[src/rtl/cbus_arbiter_if.sv]
// Cache-bus payload types and the arbiter's bus bundle.
// Types:
//   cbus_req_t  : valid, is_write, size, addr, strobe, data, len (beats-1), burst
//   cbus_resp_t : ready, last, data
// Interface cbus_arbiter_if (NUM_REQ):
//   ireqs  : requests from the upstream masters
//   iresps : responses back to the upstream masters
//   oreq   : request forwarded to memory / AXI bridge
//   oresp  : response from memory
// Modports: slave = arbiter side, master = masters + memory side.

localparam int unsigned CBUS_ADDR_W = 32;
localparam int unsigned CBUS_DATA_W = 64;
localparam int unsigned CBUS_STRB_W = CBUS_DATA_W / 8;
localparam int unsigned CBUS_LEN_W  = 8;

// Burst length codes: number of beats minus one.
localparam logic [CBUS_LEN_W-1:0] MLEN1  = 8'd0;
localparam logic [CBUS_LEN_W-1:0] MLEN2  = 8'd1;
localparam logic [CBUS_LEN_W-1:0] MLEN4  = 8'd3;
localparam logic [CBUS_LEN_W-1:0] MLEN8  = 8'd7;
localparam logic [CBUS_LEN_W-1:0] MLEN16 = 8'd15;

typedef struct packed {
  logic                   valid;
  logic                   is_write;
  logic [2:0]             size;
  logic [CBUS_ADDR_W-1:0] addr;
  logic [CBUS_STRB_W-1:0] strobe;
  logic [CBUS_DATA_W-1:0] data;
  logic [CBUS_LEN_W-1:0]  len;
  logic [1:0]             burst;
} cbus_req_t;

typedef struct packed {
  logic                   ready;
  logic                   last;
  logic [CBUS_DATA_W-1:0] data;
} cbus_resp_t;

interface cbus_arbiter_if #(
  parameter int unsigned NUM_REQ = 2
);
  cbus_req_t  [NUM_REQ-1:0] ireqs;
  cbus_resp_t [NUM_REQ-1:0] iresps;
  cbus_req_t                oreq;
  cbus_resp_t               oresp;

  modport slave (
    input  ireqs,
    input  oresp,
    output iresps,
    output oreq
  );

  modport master (
    output ireqs,
    output oresp,
    input  iresps,
    input  oreq
  );
endinterface

[src/rtl/cbus_arbiter.sv]
// Round-robin cbus arbiter: grants one upstream master a whole burst, forwards
// its request downstream and routes memory responses back to it alone.
// Ports:
//   clk          : rising-edge clock
//   resetn       : asynchronous active-low reset
//   bus          : cbus_arbiter_if.slave (ireqs, iresps, oreq, oresp)
//   busy         : a transaction is currently granted
//   grant_idx    : index of the current or most recent grant
//   protocol_err : sticky, set on a burst beat count that disagrees with len

module cbus_arbiter #(
  parameter int unsigned NUM_REQ = 2,
  parameter int unsigned IW      = $clog2(NUM_REQ)
) (
  input  logic            clk,
  input  logic            resetn,
  cbus_arbiter_if.slave   bus,
  output logic            busy,
  output logic [IW-1:0]   grant_idx,
  output logic            protocol_err
);

  localparam int unsigned CNT_W = 9;
  localparam logic [CNT_W-1:0] CNT_MAX = '1;

  typedef enum logic {
    IDLE = 1'b0,
    BUSY = 1'b1
  } state_t;

  state_t           state;
  logic [IW-1:0]    rr_ptr;
  logic [CNT_W-1:0] beat_cnt;

  logic             win_found;
  logic [IW-1:0]    win_idx;
  int unsigned      cand;
  logic [IW-1:0]    next_ptr;
  logic [CNT_W-1:0] cur_len;

  // First valid requester at or above rr_ptr, wrapping at NUM_REQ (not 2**IW).
  always_comb begin
    win_found = 1'b0;
    win_idx   = '0;
    cand      = 0;
    for (int unsigned off = 0; off < NUM_REQ; off++) begin
      cand = 32'(rr_ptr) + off;
      if (cand >= NUM_REQ) cand = cand - NUM_REQ;
      if (!win_found && bus.ireqs[IW'(cand)].valid) begin
        win_found = 1'b1;
        win_idx   = IW'(cand);
      end
    end
  end

  assign next_ptr = (grant_idx == IW'(NUM_REQ - 1)) ? '0 : grant_idx + IW'(1);
  assign cur_len  = CNT_W'(bus.ireqs[grant_idx].len);
  assign busy     = (state == BUSY);

  // Zero-latency request/response steering for the locked winner.
  always_comb begin
    bus.oreq   = '0;
    bus.iresps = '0;
    if (state == BUSY) begin
      bus.oreq              = bus.ireqs[grant_idx];
      bus.iresps[grant_idx] = bus.oresp;
    end
  end

  // Grant FSM, beat counter and sticky protocol check.
  always_ff @(posedge clk or negedge resetn) begin
    if (!resetn) begin
      state        <= IDLE;
      rr_ptr       <= '0;
      grant_idx    <= '0;
      beat_cnt     <= '0;
      protocol_err <= 1'b0;
    end else begin
      case (state)
        IDLE: begin
          if (win_found) begin
            grant_idx <= win_idx;
            beat_cnt  <= '0;
            state     <= BUSY;
          end
        end
        BUSY: begin
          if (bus.oresp.ready) begin
            if (beat_cnt != CNT_MAX) beat_cnt <= beat_cnt + CNT_W'(1);
            if (bus.oresp.last) begin
              // beat_cnt is the count before this beat, so it must equal len.
              if (beat_cnt != cur_len) protocol_err <= 1'b1;
              state  <= IDLE;
              rr_ptr <= next_ptr;
            end else if (beat_cnt == cur_len) begin
              protocol_err <= 1'b1;
            end
          end
        end
        default: state <= IDLE;
      endcase
    end
  end

endmodule

[src/flat_wrapper.sv]
// flat-port wrapper written by rule: the top's interface ports become plain ports
module cbus_arbiter_flat 
#(
  parameter int unsigned NUM_REQ = 2,
  parameter int unsigned IW      = $clog2(NUM_REQ)
)
  (clk, resetn, busy, grant_idx, protocol_err, bus_ireqs, bus_oresp, bus_iresps, bus_oreq);
  cbus_arbiter_if #(.NUM_REQ(NUM_REQ)) bus_i ();
  input  logic clk;
  input  logic resetn;
  output logic busy;
  output logic [IW-1:0] grant_idx;
  output logic protocol_err;
  input wire logic [$bits(bus_i.ireqs)-1:0] bus_ireqs;
  input wire logic [$bits(bus_i.oresp)-1:0] bus_oresp;
  output wire logic [$bits(bus_i.iresps)-1:0] bus_iresps;
  output wire logic [$bits(bus_i.oreq)-1:0] bus_oreq;
  assign bus_i.ireqs = bus_ireqs;
  assign bus_i.oresp = bus_oresp;
  assign bus_iresps = bus_i.iresps;
  assign bus_oreq = bus_i.oreq;
  cbus_arbiter #(.NUM_REQ(NUM_REQ), .IW(IW)) u_core (.clk(clk), .resetn(resetn), .bus(bus_i), .busy(busy), .grant_idx(grant_idx), .protocol_err(protocol_err));
endmodule
[config.mk]
export PLATFORM = sky130hd
export DESIGN_NAME = cbus_arbiter_flat
export DESIGN_NICKNAME = d
export VERILOG_FILES = /design/src/rtl/cbus_arbiter_if.sv /design/src/rtl/cbus_arbiter.sv /design/src/flat_wrapper.sv
export SDC_FILE = /design/constraint.sdc
export NUM_CORES = 1
export LEC_CHECK = 0
export CORE_AREA = 2 2 220 222
export DETAILED_ROUTE_END_ITERATION = 7
export DIE_AREA = 0 0 222 224
export DONT_BUFFER_PORTS = 1
export PLACE_DENSITY = 0.3
export SYNTH_ARGS = -nofsm -noshare
export SYNTH_HDL_FRONTEND = slang
export SYNTH_SLANG_ARGS = --single-unit
[constraint.sdc]
create_clock -name clk -period 3.15 [get_ports clk]
set_clock_uncertainty 0.2 [all_clocks]
set_input_delay 0.315 -clock clk [delete_from_list [all_inputs] [get_ports clk]]
set_output_delay 0.315 -clock clk [all_outputs]
set_load 0.01 [all_outputs]
Word level (Yosys, flattened, before mapping)
Index checks and enable logic that the tools add are counted.

Register bits after elaboration: 13. Bits in latches: 0. RAM bits: 0. ROM bits: 0. Bits of input ports: 306. Logic and storage cells: 61. Memories kept: 0.

$add $sub $neg: 5. Multiply operators: 0. Divide/modulo/power cells: 0. $lt $le $gt $ge: 6. Eq/ne operators: 7. Shift-type cells: 0. Multiplexer cells: 28. Bitwise logic cells: 2. Reductions and logical operators: 8.

Operators with widths (number): 119-bit 2-to-1 mux (7); 132-bit bitwise AND (1); 132-bit 2-to-1 mux (1); 66-bit demux with 1-bit select (1); 66-bit 2-to-1 mux (1); 9-bit 2-to-1 mux (3); 9-bit one-hot mux with 2 select lines (1); 1-bit 2-to-1 mux (13); 9-bit by 1-bit adder with 9-bit output (second input constant) (1); 9-bit by 8-bit equality test with 1-bit output (1); 9-bit by 8-bit inequality test with 1-bit output (1); 9-bit inequality test (second input constant) (1); 1-bit by 2-bit less-than comparator with 1-bit output (second input constant) (3); 3-bit AND reduction (2); 2-bit by 1-bit inequality test with 1-bit output (second input constant) (2); 2-bit inequality test (second input constant) (2); 4-bit AND reduction (1); 1-bit by 1-bit adder with 2-bit output (second input constant) (1); 1-bit by 2-bit greater-or-equal comparator with 1-bit output (second input constant) (1); 2-bit greater-or-equal comparator (second input constant) (1); 1-bit logical AND (2); 1-bit one-hot mux with 2 select lines (1); 2-bit AND reduction (1); 2-bit nonzero test (1); 5 further kinds (6).

Logic depth before layout (Yosys ltp)
Word-level depth: 10. Gate-level depth with buffers: 8. Depth with buffers taken out: 8.

Worst setup path after synthesis
No wires, ideal clock.

Path kind: register to register. From: register u_core.beat_cnt[0]. To: register u_core.beat_cnt[5]. Library setup time: 0.078 ns. Data arrival time: 1.798 ns. Required time: 2.872 ns. Setup slack: 1.075 ns. Cell stages (with the launch flop): 9. Clock period less this slack: 2.075 ns. Path through: dfrtp_1 ha_1 nand3_1 nor2_1 ha_1 nor2_2 nand4_1 or3_1 a21oi_1.

Longest elaborated chain between the ends: 4. Elaborated cells between the ends (all ways): 7. Classes of those cells: add/sub (1); eq/ne (2); mux (3); reduce/logical (1).

RTL lines: start, declared (RTL line cbus_arbiter.sv:33) `logic [CNT_W-1:0] beat_cnt;`; start signal, assigned (RTL line cbus_arbiter.sv:89) `if (beat_cnt != CNT_MAX) beat_cnt <= beat_cnt + CNT_W'(1);`; 9-bit by 1-bit adder with 9-bit output (RTL line cbus_arbiter.sv:89); 9-bit 2-to-1 mux (RTL line cbus_arbiter.sv:89); 9-bit 2-to-1 mux (RTL line cbus_arbiter.sv:88) `if (bus.oresp.ready) begin`; 9-bit one-hot mux with 2 select lines (RTL line cbus_arbiter.sv:79) `case (state)`.

Several ways; a longest one is shown, not always the timed one. The select of a mux whose other input is x is not followed. A chain may end at the register's enable or synchronous reset.

Worst setup path in the final report
From: register u_core.grant_idx. To: output bus_oreq[28].

Longest elaborated chain between the ends: 3.

RTL lines: start, declared (RTL line cbus_arbiter.sv:19) `output logic [IW-1:0] grant_idx,`; start signal, assigned (RTL line cbus_arbiter.sv:82) `grant_idx <= win_idx;`; 119-bit 2-to-1 mux (2 in series); 119-bit 2-to-1 mux (RTL line cbus_arbiter.sv:64) `if (state == BUSY) begin`; end, declared (RTL line flat_wrapper.sv:17) `output wire logic [$bits(bus_i.oreq)-1:0] bus_oreq;`.

No other way between the ends. The select of a mux whose other input is x is not followed.

==> out/results.ini <==
[worst_setup_path]
start_kind=flop
crit_family=flip-flops
r2r-start=u_core.beat_cnt[0]
worst-path-max-fanout=79
worstPathRequired_ps=2630
cp_data_arrival_time_ps=2090
crit_path_max_incr_delay_ps=650
crit_start=u_core.grant_idx
worstSetupEndpointType=output port
critical_path.cell_chain=buf_4 > mux2i_1 > nor2_1
path_buf_inv=1
crit_path_top_delay_cell=dfrtp_4
worstSetupPathType=reg2out

[synthesis]
ys_types=28
synth_nets=797
syn-cell-area_mm2=0.00336
ys_seq_area_share_pct=9.68
yosys_warnings=0
synthCells=489
avgSynthCellArea_um2=6.88
ys_ff_latch=13

[layout]
final_common_cell=nor2_1
drive_above_1_share_pct=3.77
n_fill_cell=5531
fin_area_mm2=0.00412
final_cell_mix=nor2_1, mux2i_1, and3_1, and2_1, dfrtp_1
layout.nets=760
areaGrowthSynthToFinish_pct=22.5

[place]
place.gp.congestion=0.830
io_buffers=0
dp_slack_ps=807
hpwl_um=12900
placed_area_mm2=0.00400

[clocking]
clkLatencyLatePin_ps=240
clockBufferDepth=2
cts_sinks=13
cts-htree-levels=1
path_clk_slew_ps=50
cts_resized=0
cts_made_buffers=3
cts-root-buf=clkbuf_16
cts_tree=done

[die]
die_area_mm2=0.0497
rows=80
core_area_mm2=0.0473
start_util_pct=7.10
ios=560
die_width_um=222
dieHeight_um=224

[sta]
period_needed_ps=2610
tightest_slew_ps=1040
finalMaxSlewViolations=0
fin_crit_sh_pct=82.7
setup_viol=0
slew_headroom_pct=30.6
rsz0062_at_grt=false
tns_ps=0
hold_viol_final=0
worst_slack_ps=544
max_freq_ghz=0.384

[routing]
drcViolationCount=0
wl_per_cell_um=14.1
dr.pass1.iters=4
avgViaCountPerCell=3.31
ant_nets=0
via_count=3543
drt-initial-drc-count=168
wirelength_um=15100

[hold_path]
hp-class=in2reg
min-delay-start=bus_ireqs[237]

[global_routing]
grt_usage_pct=4.98
grt_remaining_overflow=0
grt_max_degree=105
antenna_found_initial=5
grt_pass1_wl_um=19000
grt_pass1_vias=2995

[job]
cap_violations=0

[power]
leakagePower_nw=1.88
peakVddDrop_mv=0.246
p_per_area_mw_per_mm2=469

[run_status]
status=finished, final reports clean

==> layer usage <==
metal | routed length, um | global-route usage [%]
met1 | 5900 | 5.84
met3 | 893 | 0.380
met5 | 0 | 0
met2 | 7720 | 9.00
met4 | 571 | 2.75
==> what timing repair did <==
action / in CTS / in global routing
hold buffers: 2 / 0
setup buffers: 0 / 0
hold endpoints to repair: 14 / 0
==> cell usage after synthesis (all sizes together) <==
library cell	n	area, um^2
a21boi	1	7.51
a21oi	3	15.0
a22o	2	17.5
a31oi	2	12.5
and2	66	413
and3	67	419
buf	15	78.8
clkbuf	34	128
clkinv	1	3.75
dfrtp	13	325
ha	2	25.0
mux2	1	11.3
mux2i	119	1190
nand2	6	22.5
nand3	2	10.0
nand4	4	25.0
nor2	131	494
nor3	1	5.00
nor4	1	12.5
o21ai	3	15.0
or3	2	12.5
or3b	1	8.76
xnor2	8	70.1
xor2	4	35.0
==> final cells by class <==
type / instances / area, um^2 / share of cell area (%)
Tap cell: 615 / 769 / 18.7
Sequential cell: 13 / 330 / 8.02
Antenna cell: 6 / 15.0 / 0.365
Inverter: 1 / 6.26 / 0.152
Multi-Input combinational cell: 426 / 2830 / 68.8
Timing Repair Buffer: 7 / 82.6 / 2.01
Clock inverter: 1 / 5.00 / 0.122
Clock buffer: 3 / 75.1 / 1.82
==> sequential cells by signal, summed over array words and instances (netlist names) <==
register / count
u_core.grant_idx: 1
u_core.protocol_err: 1
u_core.rr_ptr: 1
u_core.beat_cnt: 9
u_core.busy: 1
==> final timing paths <==
| path | end | slack, ps | cells after the start |
|---|---|---|---|
| min reg2reg | u_core.rr_ptr | 280 | 2 |
| max | bus_oreq[28] | 540 | 3 |
| min | u_core.grant_idx | 30 | 2 |
| max reg2reg | u_core.beat_cnt[7] | 830 | 9 |
| min in group asynchronous | u_core.grant_idx | 330 | 1 |
| max in group asynchronous | u_core.grant_idx | 1960 | 1 |
==> metrics by stage <==
| stage | utilization (%) | instances | hold WS (ps) | power, mW |
|---|---|---|---|---|
| global route | 8.69 | 1071 | 61.9 | 2.06 |
| global placement | 8.45 | 1060 | -180 | 1.70 |
| floorplan | - | 489 | -181 | 1.52 |
| detailed placement | 8.45 | 1060 | -180 | 1.69 |
| CTS | 8.67 | 1066 | 26.5 | 1.95 |
| finish | 8.70 | 1072 | 32.1 | 1.93 |
==> kinds of logic after synthesis <==
logic type	Yosys count	synth area share, %
buffers and inverters	50	6.25
AND/OR/NAND/NOR	281	42.3
flip-flops	13	9.68
adder cells (fa/ha/maj)	2	0.744
XOR/XNOR	12	3.13
AO/OA/AOI/OAI	11	2.01
multiplexers	120	35.9
==> report_power, final <==
part / switching, mW / total, mW / internal, mW
clock: 0.0729 / 0.242 / 0.169
combinational: 0.929 / 1.44 / 0.506
sequential: 0.0638 / 0.256 / 0.192
No activity file was read; power rests on OpenSTA's default activity.
==> edit: new RTL, same flow settings <==
Change the localparam `CNT_W` from 9 to 18.
--- a/src/rtl/cbus_arbiter.sv
+++ b/src/rtl/cbus_arbiter.sv
@@ -21,5 +21,5 @@
 );
 
-  localparam int unsigned CNT_W = 9;
+  localparam int unsigned CNT_W = 18;
   localparam logic [CNT_W-1:0] CNT_MAX = '1;
 
Behaviour: no difference found for any inputs over 4 cycles, from zero or initial values and one cycle with resetn low; that may be too few to reach the edited logic, so the function may still have changed.
==> edit against the unedited design <==
  * Combinational power up 6%
  * Power up 13%
  * Sequential power up 44%
  * Maximum frequency down 3.5%
  * Count of clock-buffer cells in the layout up 1
  * Highest routed layer is now met5
  * Final cell count up 6.9%
  * Worst setup slack worse by 0.093 ns
  * Sequential cell count up 9
  * Design area up 16%
  * Area after synthesis up 18%
  * Non-clock buffer count up 6
  * Wire length up 40%
==> edit: results (changes against the unedited design) <==
initial antenna violation count=9 (+4); worst skew pair latency=0.26 ns (+0.02 ns); pin count of the biggest net entering global routing=130 (+24%); Final Wtd Congestion=0.839 (+0.99%); Worst Hold Launch=bus_ireqs[237]; layout cells sized above 1=0.0457 (+0.00802); sequential-to-total area share from yosys stat=0.138 (+0.0416); Top reg by flops=u_core.beat_cnt; synth cell count leaders=nor2_1 (140), mux2i_1 (119), and3_1 (68), and2_1 (67), clkbuf_1 (34); routed length per instance=18.4 um (+31%); maximum vdd drop=275 uV (+12%); first-pass GRT wire length=26800 um (+41%); Leak=2.16 nW (+15%); Starting DRT DRC Count=194 (+15%); clk slew on worst S/H paths=0.07 ns (+0.02 ns); vias in the first global route=3769 (+26%); Mapped Nets=868 (+8.9%); I/O Buffers=0 (unchanged); library cells used by synthesis=42 (+50%); worst path arrival time=2.18 ns (+0.09 ns); Largest register FFs=18 (+9); r2r setup slk=0.85 ns (+0.02 ns); DR vias/cell=3.71 (+12%); dominant cells by area after synthesis=mux2i_1 (30%), dfrtp_1 (14%), nor2_1 (13%); post-layout net count=833 (+9.6%); GRT Total Usage=0.0732 (+0.0234); Worst-Margin Slew=1.08 ns (+0.0398 ns); drt first pass iters=5 (+1); Detailed Place HPWL=17500 um (+36%); worst reg2reg path depth=6 (-3); status=finished clean; crit path max fanout=129 (+63%); H-tree Lvls=1 (unchanged); Place WS=0.761 ns (-0.0462 ns)
-- edit: changes by cell type after synthesis, sizes merged, moves of 4 or more --
cell and change:
dfrtp +9, xor2 +9, o21ai +4, nor2 +9, nand3 +9
-- edit: what timing repair did --
item / CTS / global route
hold endpoints to repair: 24 / 0
endpoints found under the setup margin: 0 / 0
setup buffers: 0 / 0
hold buffers: 5 / 0
-- edit: layout make-up --
cell class / count / area (um^2)
antenna: 6 / 15.0
inverter: 1 / 6.26
clock buffer: 4 / 78.8
sequential: 22 / 558
fill: 5485 / 42600
multi-input combinational: 485 / 3210
timing repair buffer: 13 / 145
tap: 615 / 769
-- edit: metal layers --
layer | vias up | GRT usage | part of all wire | wire length (um)
met5 | - | 0 | 0.00090 | 19
met4 | 4 | 0.0227 | 0.025 | 519
met3 | 36 | 0.0127 | 0.075 | 1580
met2 | 338 | 0.121 | 0.47 | 9980
met1 | 2006 | 0.0968 | 0.43 | 8950
li1 | 1863 | - | - | -
-- edit: power breakdown --
group          internal [mW]  leakage (nW)  total, mW  switching, mW
Sequential             0.306         0.290      0.368         0.0619
Clock                  0.173        0.0382      0.290          0.116
Combinational          0.529          1.84       1.53          0.997
Total                   1.01          2.16       2.18           1.18
-- edit: cell families after synthesis --
| family | share of synthesized area |
|---|---|
| AOI/OAI and AO/OA | 0.0494 |
| xor gates and xnor gates | 0.0396 |
| adders and majority gates | 0.00314 |
| buffers and inverters | 0.0575 |
| DFF | 0.138 |
| muxes | 0.299 |
| and+or+nand+nor | 0.413 |
-- edit: through the flow --
stage | hold WS [ns] | cell area (um^2) | instances | util
after floorplan | -0.181 | 3980 | 561 | -
after global placement | -0.178 | 4630 | 1131 | 0.0977
after detailed placement | -0.178 | 4630 | 1131 | 0.0977
after CTS | 0.0281 | 4760 | 1140 | 0.101
after global routing | 0.0147 | 4770 | 1143 | 0.101
final | 0.0127 | 4780 | 1146 | 0.101
-- edit: worst max-delay path by stage --
stage | start | end | slack, ns | cells after the start
6_report | u_core.grant_idx | bus_oreq[54] | 0.45 | 3
5_1_grt | u_core.grant_idx | bus_oreq[50] | 0.40 | 3
4_1_cts | u_core.grant_idx | bus_oreq[50] | 0.46 | 3
3_5_place_dp | u_core.grant_idx | bus_oreq[50] | 0.76 | 3
3_3_place_gp | u_core.grant_idx | bus_oreq[54] | 0.80 | 3
2_1_floorplan | u_core.grant_idx | bus_oreq[100] | 1.01 | 6
-- edit: critical path: stages (launching register included) --
cell,delay (ns)
dfrtp_4,0.63
buf_12,0.40
mux2i_1,0.28
nor2_1,0.28
